## src/rtl/logic_unit_pkg.sv

```systemverilog
// Shared opcode encoding and width constants for the logic_unit_pipe slice.
package logic_unit_pkg;

   localparam int OP_W = 3;

   typedef enum logic [OP_W-1:0] {
      LOP_AND     = 3'd0,
      LOP_OR      = 3'd1,
      LOP_XOR     = 3'd2,
      LOP_ANDN    = 3'd3,
      LOP_ORN     = 3'd4,
      LOP_XNOR    = 3'd5,
      LOP_PASS_A  = 3'd6,
      LOP_ILLEGAL = 3'd7
   } lop_e;

endpackage

```

## src/rtl/lop_bit.sv

```systemverilog
// Single-bit logic evaluator; the undefined opcode yields 0.
module lop_bit
   import logic_unit_pkg::*;
(
   input  logic [OP_W-1:0] op,
   input  logic            a,
   input  logic            b,
   output logic            r
);

   always_comb begin
      r = 1'b0;
      case (lop_e'(op))
         LOP_AND:    r = a & b;
         LOP_OR:     r = a | b;
         LOP_XOR:    r = a ^ b;
         LOP_ANDN:   r = a & ~b;
         LOP_ORN:    r = a | ~b;
         LOP_XNOR:   r = ~(a ^ b);
         LOP_PASS_A: r = a;
         default:    r = 1'b0;
      endcase
   end

endmodule

```

## src/rtl/logic_unit_pipe.sv

```systemverilog
// Two-stage valid/ready bitwise logic unit with synchronous flush.
// Optional zero flag output enabled by defining LOGIC_UNIT_ZFLAG_EN.
module logic_unit_pipe
   import logic_unit_pkg::*;
#(
   parameter int WIDTH = 64,
   parameter int OP_W  = logic_unit_pkg::OP_W
) (
   input  logic             clk,
   input  logic             rst_n,
   input  logic             flush,
   input  logic             in_valid,
   output logic             in_ready,
   input  logic [OP_W-1:0]  in_op,
   input  logic [WIDTH-1:0] in_a,
   input  logic [WIDTH-1:0] in_b,
   output logic             out_valid,
   input  logic             out_ready,
   output logic [WIDTH-1:0] out_result,
   output logic             out_illegal
`ifdef LOGIC_UNIT_ZFLAG_EN
   ,
   output logic             out_zero
`endif
);

   logic             s1_valid;
   logic [OP_W-1:0]  s1_op;
   logic [WIDTH-1:0] s1_a;
   logic [WIDTH-1:0] s1_b;
   logic             s2_valid;
   logic [WIDTH-1:0] s2_next;
   logic             s1_adv;
   logic             s2_adv;

   assign s2_adv    = !s2_valid || out_ready;
   assign s1_adv    = !s1_valid || s2_adv;
   assign in_ready  = s1_adv;
   assign out_valid = s2_valid;

   always_ff @(posedge clk or negedge rst_n) begin
      if (!rst_n) begin
         s1_valid <= 1'b0;
         s2_valid <= 1'b0;
      end else if (flush) begin
         s1_valid <= 1'b0;
         s2_valid <= 1'b0;
      end else begin
         if (s1_adv) s1_valid <= in_valid;
         if (s2_adv) s2_valid <= s1_valid;
      end
   end

   // Operand registers carry no reset; only the valid bits qualify them.
   always_ff @(posedge clk) begin
      if (s1_adv && in_valid) begin
         s1_op <= in_op;
         s1_a  <= in_a;
         s1_b  <= in_b;
      end
   end

   for (genvar i = 0; i < WIDTH; i++) begin : g_bit
      lop_bit u_bit (
         .op (s1_op),
         .a  (s1_a[i]),
         .b  (s1_b[i]),
         .r  (s2_next[i])
      );
   end

   always_ff @(posedge clk or negedge rst_n) begin
      if (!rst_n) begin
         out_result  <= '0;
         out_illegal <= 1'b0;
      end else if (s2_adv && s1_valid) begin
         out_result  <= s2_next;
         out_illegal <= (s1_op == LOP_ILLEGAL);
      end
   end

`ifdef LOGIC_UNIT_ZFLAG_EN
   always_ff @(posedge clk or negedge rst_n) begin
      if (!rst_n)                    out_zero <= 1'b0;
      else if (s2_adv && s1_valid)   out_zero <= ~|s2_next;
   end
`endif

endmodule

```

## config.mk

```make
export PLATFORM = sky130hd
export DESIGN_NAME = logic_unit_pipe
export DESIGN_NICKNAME = d
export VERILOG_FILES = /design/src/rtl/logic_unit_pkg.sv /design/src/rtl/lop_bit.sv /design/src/rtl/logic_unit_pipe.sv
export SDC_FILE = /design/constraint.sdc
export NUM_CORES = 1
export LEC_CHECK = 0
export CORE_MARGIN = 2
export CORE_UTILIZATION = 49
export DETAILED_ROUTE_END_ITERATION = 10
export GPL_ROUTABILITY_DRIVEN = 0
export PLACE_DENSITY_LB_ADDON = 0.05
export SYNTH_ARGS = -nofsm -noshare
export SYNTH_HDL_FRONTEND = slang
export SYNTH_HIERARCHICAL = 1
export SYNTH_SLANG_ARGS = --single-unit
```

## constraint.sdc

```tcl
create_clock -name clk -period 7.1 [get_ports clk]
set_input_delay 1.42 -clock clk [delete_from_list [all_inputs] [get_ports clk]]
set_output_delay 1.42 -clock clk [all_outputs]
set_load 0.02 [all_outputs]
```

==> impl_table.tex, run 1 <==
\begin{tabular}{lr}
\hline
Metric & Value \\
\hline
\multicolumn{2}{l}{\textbf{Synthesis}} \\
\quad Number of synthesized register bits & between 150 and 200 \\
\quad Post-Synthesis Cells & 983 \\
\quad Mapped cell area & 11,510 sq um \\
\quad Net count of the mapped netlist & around 1,100 \\
\quad Area fraction in and, or, nand and nor cells after synthesis & between 15 and 20\% \\
\quad Synthesized-area fraction occupied by ao, oa, aoi and oai cells & a little over a fifth \\
\quad Part of the Yosys area used for sequential elements & 48.73\% \\
\quad Xor and xnor fraction of the mapped netlist area & 0\% \\
\quad Post-synthesis average cell area & between 10 and 15 sq um \\
\quad Proportion of synthesized area in mux cells & about 8.0\% \\
\quad Number of distinct library cell variants in the gate-level netlist after synthesis & 21 \\
\quad Combinational family with the most area after synthesis & compound AO/OA/AOI/OAI gates \\
\quad Adder-cell share of the synthesized area & 0\% \\
\quad Yosys warning total & 6 \\
\quad Proportion of netlist area held by the largest area contributor & roughly 34\% \\
\quad Area contributors post-synth & edfxtp\_1 34\%, dfrtp\_1 15\%, nor4b\_2 8.3\% \\
\quad Cell type contributing the most total cell area after synthesis & edfxtp\_1 \\
\multicolumn{2}{l}{\textbf{Critical path}} \\
\quad Dominant cell type by count on the critical path & clkdlybuf4s50\_1 \\
\quad Startpoint type of the worst setup path & input pin \\
\quad Required time at the worst-slack endpoint & between 5 and 6 ns \\
\quad Family with the most delay on the worst path & buffers and inverters \\
\quad R2R Path Start & out\_valid \\
\quad Worst-case reg-to-reg path depth & 4 \\
\quad Highest-delay cell along the critical path & clkdlybuf4s50\_1 \\
\quad Maximum fanout along the worst path & 4 \\
\quad Type of the setup path with the least slack & in2out \\
\quad Endpoint class of the critical path & output pin \\
\quad Worst R2R End & out\_result[7] \\
\quad Setup slack of the worst register-to-register path & around 4.7 ns \\
\quad Critical path cell sequence & clkdlybuf4s50\_1, nor2b\_4, nand2\_1, clkdlybuf4s50\_1 \\
\quad Buffers plus inverters on the worst setup path & 2 \\
\quad Signal arrival time at the worst endpoint & 2.68 ns \\
\quad CP peak stage delay & 0.55 ns \\
\multicolumn{2}{l}{\textbf{Timing}} \\
\quad Skew final & around 0.013 ns \\
\quad Final Hold Viols & 0 \\
\quad RSZ-0062 raised after global routing & no \\
\quad Tightest Pin Transition & between 1 and 1.5 ns \\
\quad Count of pins over their slew limit & 0 \\
\quad Fin crit share & 57.69\% \\
\quad F\_max & roughly 0.24 GHz \\
\quad Minimum clock period after layout & around 4.1 ns \\
\quad Count of final setup violators & 0 \\
\quad Max transition margin & around 28\% \\
\quad Total negative setup slack & 0 ns \\
\multicolumn{2}{l}{\textbf{Hold path}} \\
\quad Path class of the lowest-slack min-delay path & reg2reg \\
\quad Start point of the worst min-delay path & out\_result[1] \\
\quad Hold depth & 1 \\
\quad Min-Delay Endpoint & out\_result[1] \\
\multicolumn{2}{l}{\textbf{Run}} \\
\quad Max-cap viol count & 0 \\
\multicolumn{2}{l}{\textbf{Floorplanning}} \\
\quad Placement Rows & 56 \\
\quad Number of top-level design ports & slightly above 200 \\
\quad Floorplan die area & 24,740 sq um \\
\quad Area inside the core boundary & roughly 23,000 sq um \\
\quad Die outline width & around 160 um \\
\quad Effective utilization at floorplan & 49.49\% \\
\quad Die Y-Extent & roughly 160 um \\
\multicolumn{2}{l}{\textbf{Clocking}} \\
\quad Bufs on Longest Clock Path & 2 \\
\quad Resize count post-CTS & 0 \\
\quad Clock root buffer & clkbuf\_16 \\
\quad Number of buffers inserted during clock tree synthesis & 17 \\
\quad Count of hold buffers inserted by post-cts repair & 0 \\
\quad Postcts setup bufs & 0 \\
\quad Clock tree from TritonCTS & yes \\
\quad TritonCTS Sinks & 198 \\
\quad Clock Latency Late Sink & $\sim$0.44 ns \\
\quad Total number of H-tree levels & 4 \\
\quad Clock-pin slew on the worst setup and hold paths & roughly 0.070 ns \\
\multicolumn{2}{l}{\textbf{Power}} \\
\quad Static leakage & around 5.4 nW \\
\quad Power after layout & roughly 3.2 mW \\
\quad Power per standard cell area & between 200 and 250 nW/um\^{}2 \\
\quad Max IR drop VDD & 0.1363 mV \\
\multicolumn{2}{l}{\textbf{Placed design}} \\
\quad Half-perimeter wire length after placement & about 15,000 um \\
\quad Area after DPL & 13,910 sq um \\
\quad Number of instances in the placed design & 1,505 \\
\quad Port buffer count & roughly 200 \\
\multicolumn{2}{l}{\textbf{Routing}} \\
\quad Residual antenna-violating net count after detailed routing & 0 \\
\quad Via-per-instance ratio & 5.476 \\
\quad Drt first pass iters & 5 \\
\quad Number of design rule violations left after detail routing & 0 \\
\quad Iteration-0 DRC count of the detailed router & 606 \\
\quad Final wirelength & between 20,000 and 25,000 um \\
\quad Total via count after detailed routing & 8,416 \\
\quad WL per Instance & roughly 16 um \\
\multicolumn{2}{l}{\textbf{Layout}} \\
\quad Post-Route Utilization & 62.25\% \\
\quad Post-route insts no fill & roughly 1,500 \\
\quad Area grow syn2layout & 25.77\% \\
\quad Most frequent standard cell in the layout excluding fill and tap cells & clkdlybuf4s50\_1 \\
\quad Commonest non-fill, non-tap cells in the layout & 201 x clkdlybuf4s50\_1, 131 x edfxtp\_1, 129 x a21oi\_1 \\
\quad Post-route standard cell area excluding fillers & 14,480 sq um \\
\quad Layout cells sized above 1 & between 20\% and 30\% \\
\quad Antenna diode count & 0 \\
\quad Number of nets in the finished design & 1,341 \\
\multicolumn{2}{l}{\textbf{Global route}} \\
\quad Gr ovfl total & 0 \\
\quad Pin count of the biggest net entering global routing & 258 \\
\quad Via count of the first global-routing pass & approximately 7,700 \\
\quad Overall routing resource usage & 19.62\% \\
\quad Global-route wire length before repair & $\sim$38,000 um \\
\quad Initial antenna violation count & 0 \\
\multicolumn{2}{l}{\textbf{Status}} \\
\quad Result of the run & completed \\
\hline
\end{tabular}
[report_power, final]
group          total (mW)  leakage [nW]  internal, mW  switching (mW)
Combinational       0.791          3.04         0.422           0.370
Sequential           1.46          2.11          1.37          0.0937
Clock               0.953         0.276         0.496           0.457
Total                3.21          5.42          2.28           0.921
[state kept, by name, indices dropped and copies added (netlist names)]
name	flops
s1_valid	1
s1_a	64
s1_op	3
out_result	64
s1_b	64
out_valid	1
out_illegal	1
[synth_stat cells]
| cell | count |
|---|---|
| inv_2 | 64 |
| and3_1 | 1 |
| dfrtp_1 | 67 |
| nand2b_4 | 1 |
| o21a_1 | 64 |
| buf_8 | 1 |
| o21ai_0 | 64 |
| mux2_2 | 15 |
| a21oi_1 | 130 |
| nor2_1 | 66 |
| buf_2 | 1 |
| edfxtp_1 | 131 |
| nor4b_2 | 64 |
| inv_1 | 65 |
| nor2b_4 | 1 |
| nand2b_1 | 64 |
| nand2_1 | 1 |
| o221ai_2 | 64 |
| buf_12 | 5 |
| mux2_4 | 50 |
| nand3_1 | 64 |
[worst max-delay path by stage]
stage                         start        to  depth (start not counted)
after floorplan           out_ready   s1_a[0]                          2
after global placement    out_ready  in_ready                          4
after detailed placement  out_ready  in_ready                          4
after CTS                 out_ready  in_ready                          4
after global routing      out_ready  in_ready                          4
final                     out_ready  in_ready                          4
[routing by layer]
layer,GRT usage [%],vias up,part of all wire [%]
li1,-,4157,-
met1,26.54,4063,45
met2,32.50,176,49
met3,3.965,20,4.3
met4,4.719,0,1.2
met5,0,-,0
[per-stage QoR]
stage,setup WS [ns],hold slack (ns)
6_report,3.004,0.5074
5_1_grt,2.945,0.5249
4_1_cts,3.001,0.5132
3_5_place_dp,3.002,0.4972
3_3_place_gp,3.004,0.4891
2_1_floorplan,1.612,0.5780
[worst reg2reg max path, cell delays in order (launching register included)]
cell	delay (ns)
dfrtp_1	0.34
nor2b_4	0.20
nand2b_4	0.74
buf_4	0.57
mux2_2	0.40
[logic make-up after synthesis]
group           after synthesis
mux                          65
simple gates                262
compound gates              322
flops                       198
buf+inv                     136
[final cells by class]
class                           count  area [sq um]
Fill cell                        1908          8782
Multi-Input combinational cell    649          5310
Clock inverter                     14         142.6
Clock buffer                       18         429.2
Timing Repair Buffer              210          2105
Inverter                          129         484.2
Sequential cell                   198          5610
Tap cell                          319         399.1
Power figures use the tool's default switching activity.
==> run 2, diff against run 1 <==
CORE_UTILIZATION = 54   (was 49)
clock period = 4.09 ns   (was 7.1 ns; I/O delays follow)
==> run 2 against run 1 <==
Against the previous run:
- routed wire length is essentially flat
- die area decreased by 9.0%
- first-iteration DRC count down 26%
- core utilization is 7.6 points higher
- register-to-register slack worse by 3.1 ns
- clock-buffer cell count is 2 higher
- cell count shrank 2.2%
- global-route usage rose by 2.2 points
- critical endpoint unchanged
- highest routed layer unchanged
- clock skew increased by 0.0055 ns
- worst hold slack better by 0.0021 ns
==> impl_table.tex, run 2 (same netlist as run 1, synthesis figures left out) <==
\begin{tabular}{lr}
\hline
Metric & Value \\
\hline
\multicolumn{2}{l}{\textbf{Floorplanning}} \\
\quad Number of top-level design ports & 203 (unchanged) \\
\quad Area inside the core boundary & 20,960 sq um (was 23,260 sq um) \\
\quad Floorplan die area & 22,510 sq um (was 24,740 sq um) \\
\quad Die outline width & 150.0 um (was 157.3 um) \\
\quad Placement Rows & 53 (was 56) \\
\quad Die Y-Extent & 150.0 um (was 157.3 um) \\
\quad Effective utilization at floorplan & 54.94\% (was 49.49\%) \\
\multicolumn{2}{l}{\textbf{Routing}} \\
\quad Drt first pass iters & 4 (was 5) \\
\quad WL per Instance & 16.18 um (was 15.84 um) \\
\quad Via-per-instance ratio & 5.641 (was 5.476) \\
\quad Residual antenna-violating net count after detailed routing & 0 (unchanged) \\
\quad Iteration-0 DRC count of the detailed router & 450 (was 606) \\
\quad Total via count after detailed routing & 8,478 (was 8,416) \\
\quad Number of design rule violations left after detail routing & 0 (unchanged) \\
\quad Final wirelength & 24,320 um (was 24,340 um) \\
\multicolumn{2}{l}{\textbf{Layout}} \\
\quad Area grow syn2layout & 27.14\% (was 25.77\%) \\
\quad Antenna diode count & 0 (unchanged) \\
\quad Number of nets in the finished design & 1,351 (was 1,341) \\
\quad Commonest non-fill, non-tap cells in the layout & 201 x clkdlybuf4s50\_1, 131 x edfxtp\_1, 129 x a21oi\_1 (unchanged) \\
\quad Largest registers in the final layout & out\_result: 64 flops, s1\_a: 64 flops, s1\_b: 64 flops (unchanged) \\
\quad Post-route insts no fill & 1,503 (was 1,537) \\
\quad Most frequent standard cell in the layout excluding fill and tap cells & clkdlybuf4s50\_1 (unchanged) \\
\quad Layout cells sized above 1 & 25.08\% (was 24.55\%) \\
\multicolumn{2}{l}{\textbf{Critical path}} \\
\quad Endpoint class of the critical path & output pin (unchanged) \\
\quad Setup slack of the worst register-to-register path & 1.60 ns (was 4.74 ns) \\
\quad Required time at the worst-slack endpoint & 3.27 ns (was 5.68 ns) \\
\quad Signal arrival time at the worst endpoint & 2.09 ns (was 2.68 ns) \\
\quad Startpoint type of the worst setup path & input pin (unchanged) \\
\quad Worst setup endpoint & in\_ready (unchanged) \\
\quad Worst R2R End & out\_result[23] (was out\_result[7]) \\
\quad Worst-case reg-to-reg path depth & 6 (was 4) \\
\quad Type of the setup path with the least slack & in2out (unchanged) \\
\quad Maximum fanout along the worst path & 4 (unchanged) \\
\quad Worst Setup SP & out\_ready (unchanged) \\
\quad R2R Path Start & s1\_op[1] (was out\_valid) \\
\multicolumn{2}{l}{\textbf{Global route}} \\
\quad Via count of the first global-routing pass & 7,974 (was 7,650) \\
\quad Global-route wire length before repair & 39,270 um (was 38,190 um) \\
\quad Overall routing resource usage & 21.82\% (was 19.62\%) \\
\quad Initial antenna violation count & 0 (unchanged) \\
\quad Pin count of the biggest net entering global routing & 194 (was 258) \\
\quad Gr ovfl total & 0 (unchanged) \\
\multicolumn{2}{l}{\textbf{Clocking}} \\
\quad Clock tree from TritonCTS & yes (unchanged) \\
\quad Clock root buffer & clkbuf\_16 (unchanged) \\
\quad Count of hold buffers inserted by post-cts repair & 0 (unchanged) \\
\quad Clock Latency Late Sink & 0.44 ns (about the same) \\
\quad TritonCTS Sinks & 198 (unchanged) \\
\quad Total number of H-tree levels & 4 (unchanged) \\
\quad Clock-pin slew on the worst setup and hold paths & 0.06 ns (was 0.07 ns) \\
\quad Postcts setup bufs & 0 (unchanged) \\
\quad Resize count post-CTS & 0 (unchanged) \\
\quad Bufs on Longest Clock Path & 2 (unchanged) \\
\quad Number of buffers inserted during clock tree synthesis & 17 (unchanged) \\
\multicolumn{2}{l}{\textbf{Timing}} \\
\quad Minimum clock period after layout & just under 3 ns \\
\quad Count of final setup violators & 0 (unchanged) \\
\quad RSZ-0062 raised after global routing & no (unchanged) \\
\quad F\_max & approximately 0.34 GHz \\
\quad Tightest Pin Transition & 1.100 ns (was 1.083 ns) \\
\quad Fin crit share & slightly above 70\% \\
\quad Skew final & 0.01818 ns (was 0.01268 ns) \\
\quad Count of pins over their slew limit & 0 (unchanged) \\
\quad Max transition margin & 26.67\% (was 27.78\%) \\
\quad Worst Hold Margin & 0.5095 ns (was 0.5074 ns) \\
\quad Final Hold Viols & 0 (unchanged) \\
\multicolumn{2}{l}{\textbf{Hold path}} \\
\quad Path class of the lowest-slack min-delay path & reg2reg (unchanged) \\
\multicolumn{2}{l}{\textbf{Power}} \\
\quad Static leakage & 5.567 nW (was 5.423 nW) \\
\quad Power per standard cell area & 384.6 nW/um\^{}2 (was 221.4 nW/um\^{}2) \\
\quad Max IR drop VDD & 0.2732 mV (was 0.1363 mV) \\
\multicolumn{2}{l}{\textbf{Run}} \\
\quad Max-cap viol count & 0 (unchanged) \\
\multicolumn{2}{l}{\textbf{Status}} \\
\quad Result of the run & completed (unchanged) \\
\multicolumn{2}{l}{\textbf{Placed design}} \\
\quad Number of instances in the placed design & 1,471 (was 1,505) \\
\quad Half-perimeter wire length after placement & 15,890 um (was 14,900 um) \\
\quad Port buffer count & 202 (unchanged) \\
\hline
\end{tabular}
run 2: cell types whose count changed in the layout (fill, tap and decap cells not counted), sizes merged:
cell | before | now
inv | 135 | 133
bufinv | 1 | 2
clkbuf | 18 | 20
buf | 9 | 19
clkinvlp | 2 | 1
run 2: metrics by stage:
step	cell area [sq um]	worst slack, ns	util, %	setup TNS [ns]	power [mW]
after global placement	14060	1.195	67.08	0	3.971
after floorplan	11580	-1.044	-	-66.72	3.423
after detailed placement	14060	1.188	67.08	0	3.999
after CTS	14640	1.180	69.85	0	5.682
final	14640	1.184	69.85	0	5.630
after global routing	14640	1.134	69.85	0	5.888
run 2: area by class of cell:
type | instances | area, sq um
flip-flops and latches | 198 | 5610
multi-input cells | 649 | 5363
inverters | 129 | 484.2
clock inverters | 12 | 145.1
well taps | 275 | 344.1
fillers | 1565 | 6317
repair buffers | 220 | 2255
clock buffers | 20 | 436.7
run 2: worst min-delay path by stage:
stage / cells after the start / to / start
global route: 1 / out_result[55] / out_result[55]
detailed placement: 1 / out_result[63] / out_result[63]
finish: 1 / out_result[25] / out_result[25]
global placement: 1 / out_result[27] / out_result[27]
CTS: 1 / out_result[63] / out_result[63]
floorplan: 0 / out_illegal / rst_n
run 2: layer usage:
metal	routed length [um]	GRT usage [%]
met5	0	0
met3	1092	4.085
met1	11320	30.28
met2	11540	35.23
met4	364	6.132
run 2: power by group:
part | total (mW) | leakage, nW | internal, mW | switching (mW)
Combinational | 1.40 | 3.18 | 0.762 | 0.641
Clock | 1.68 | 0.281 | 0.915 | 0.761
Sequential | 2.55 | 2.11 | 2.37 | 0.178
run 2: worst max-delay path: stages:
cell and delay [ns]:
clkdlybuf4s50_1 0.44, nor2b_4 0.18, nand2_1 0.10, clkdlybuf4s50_1 0.55
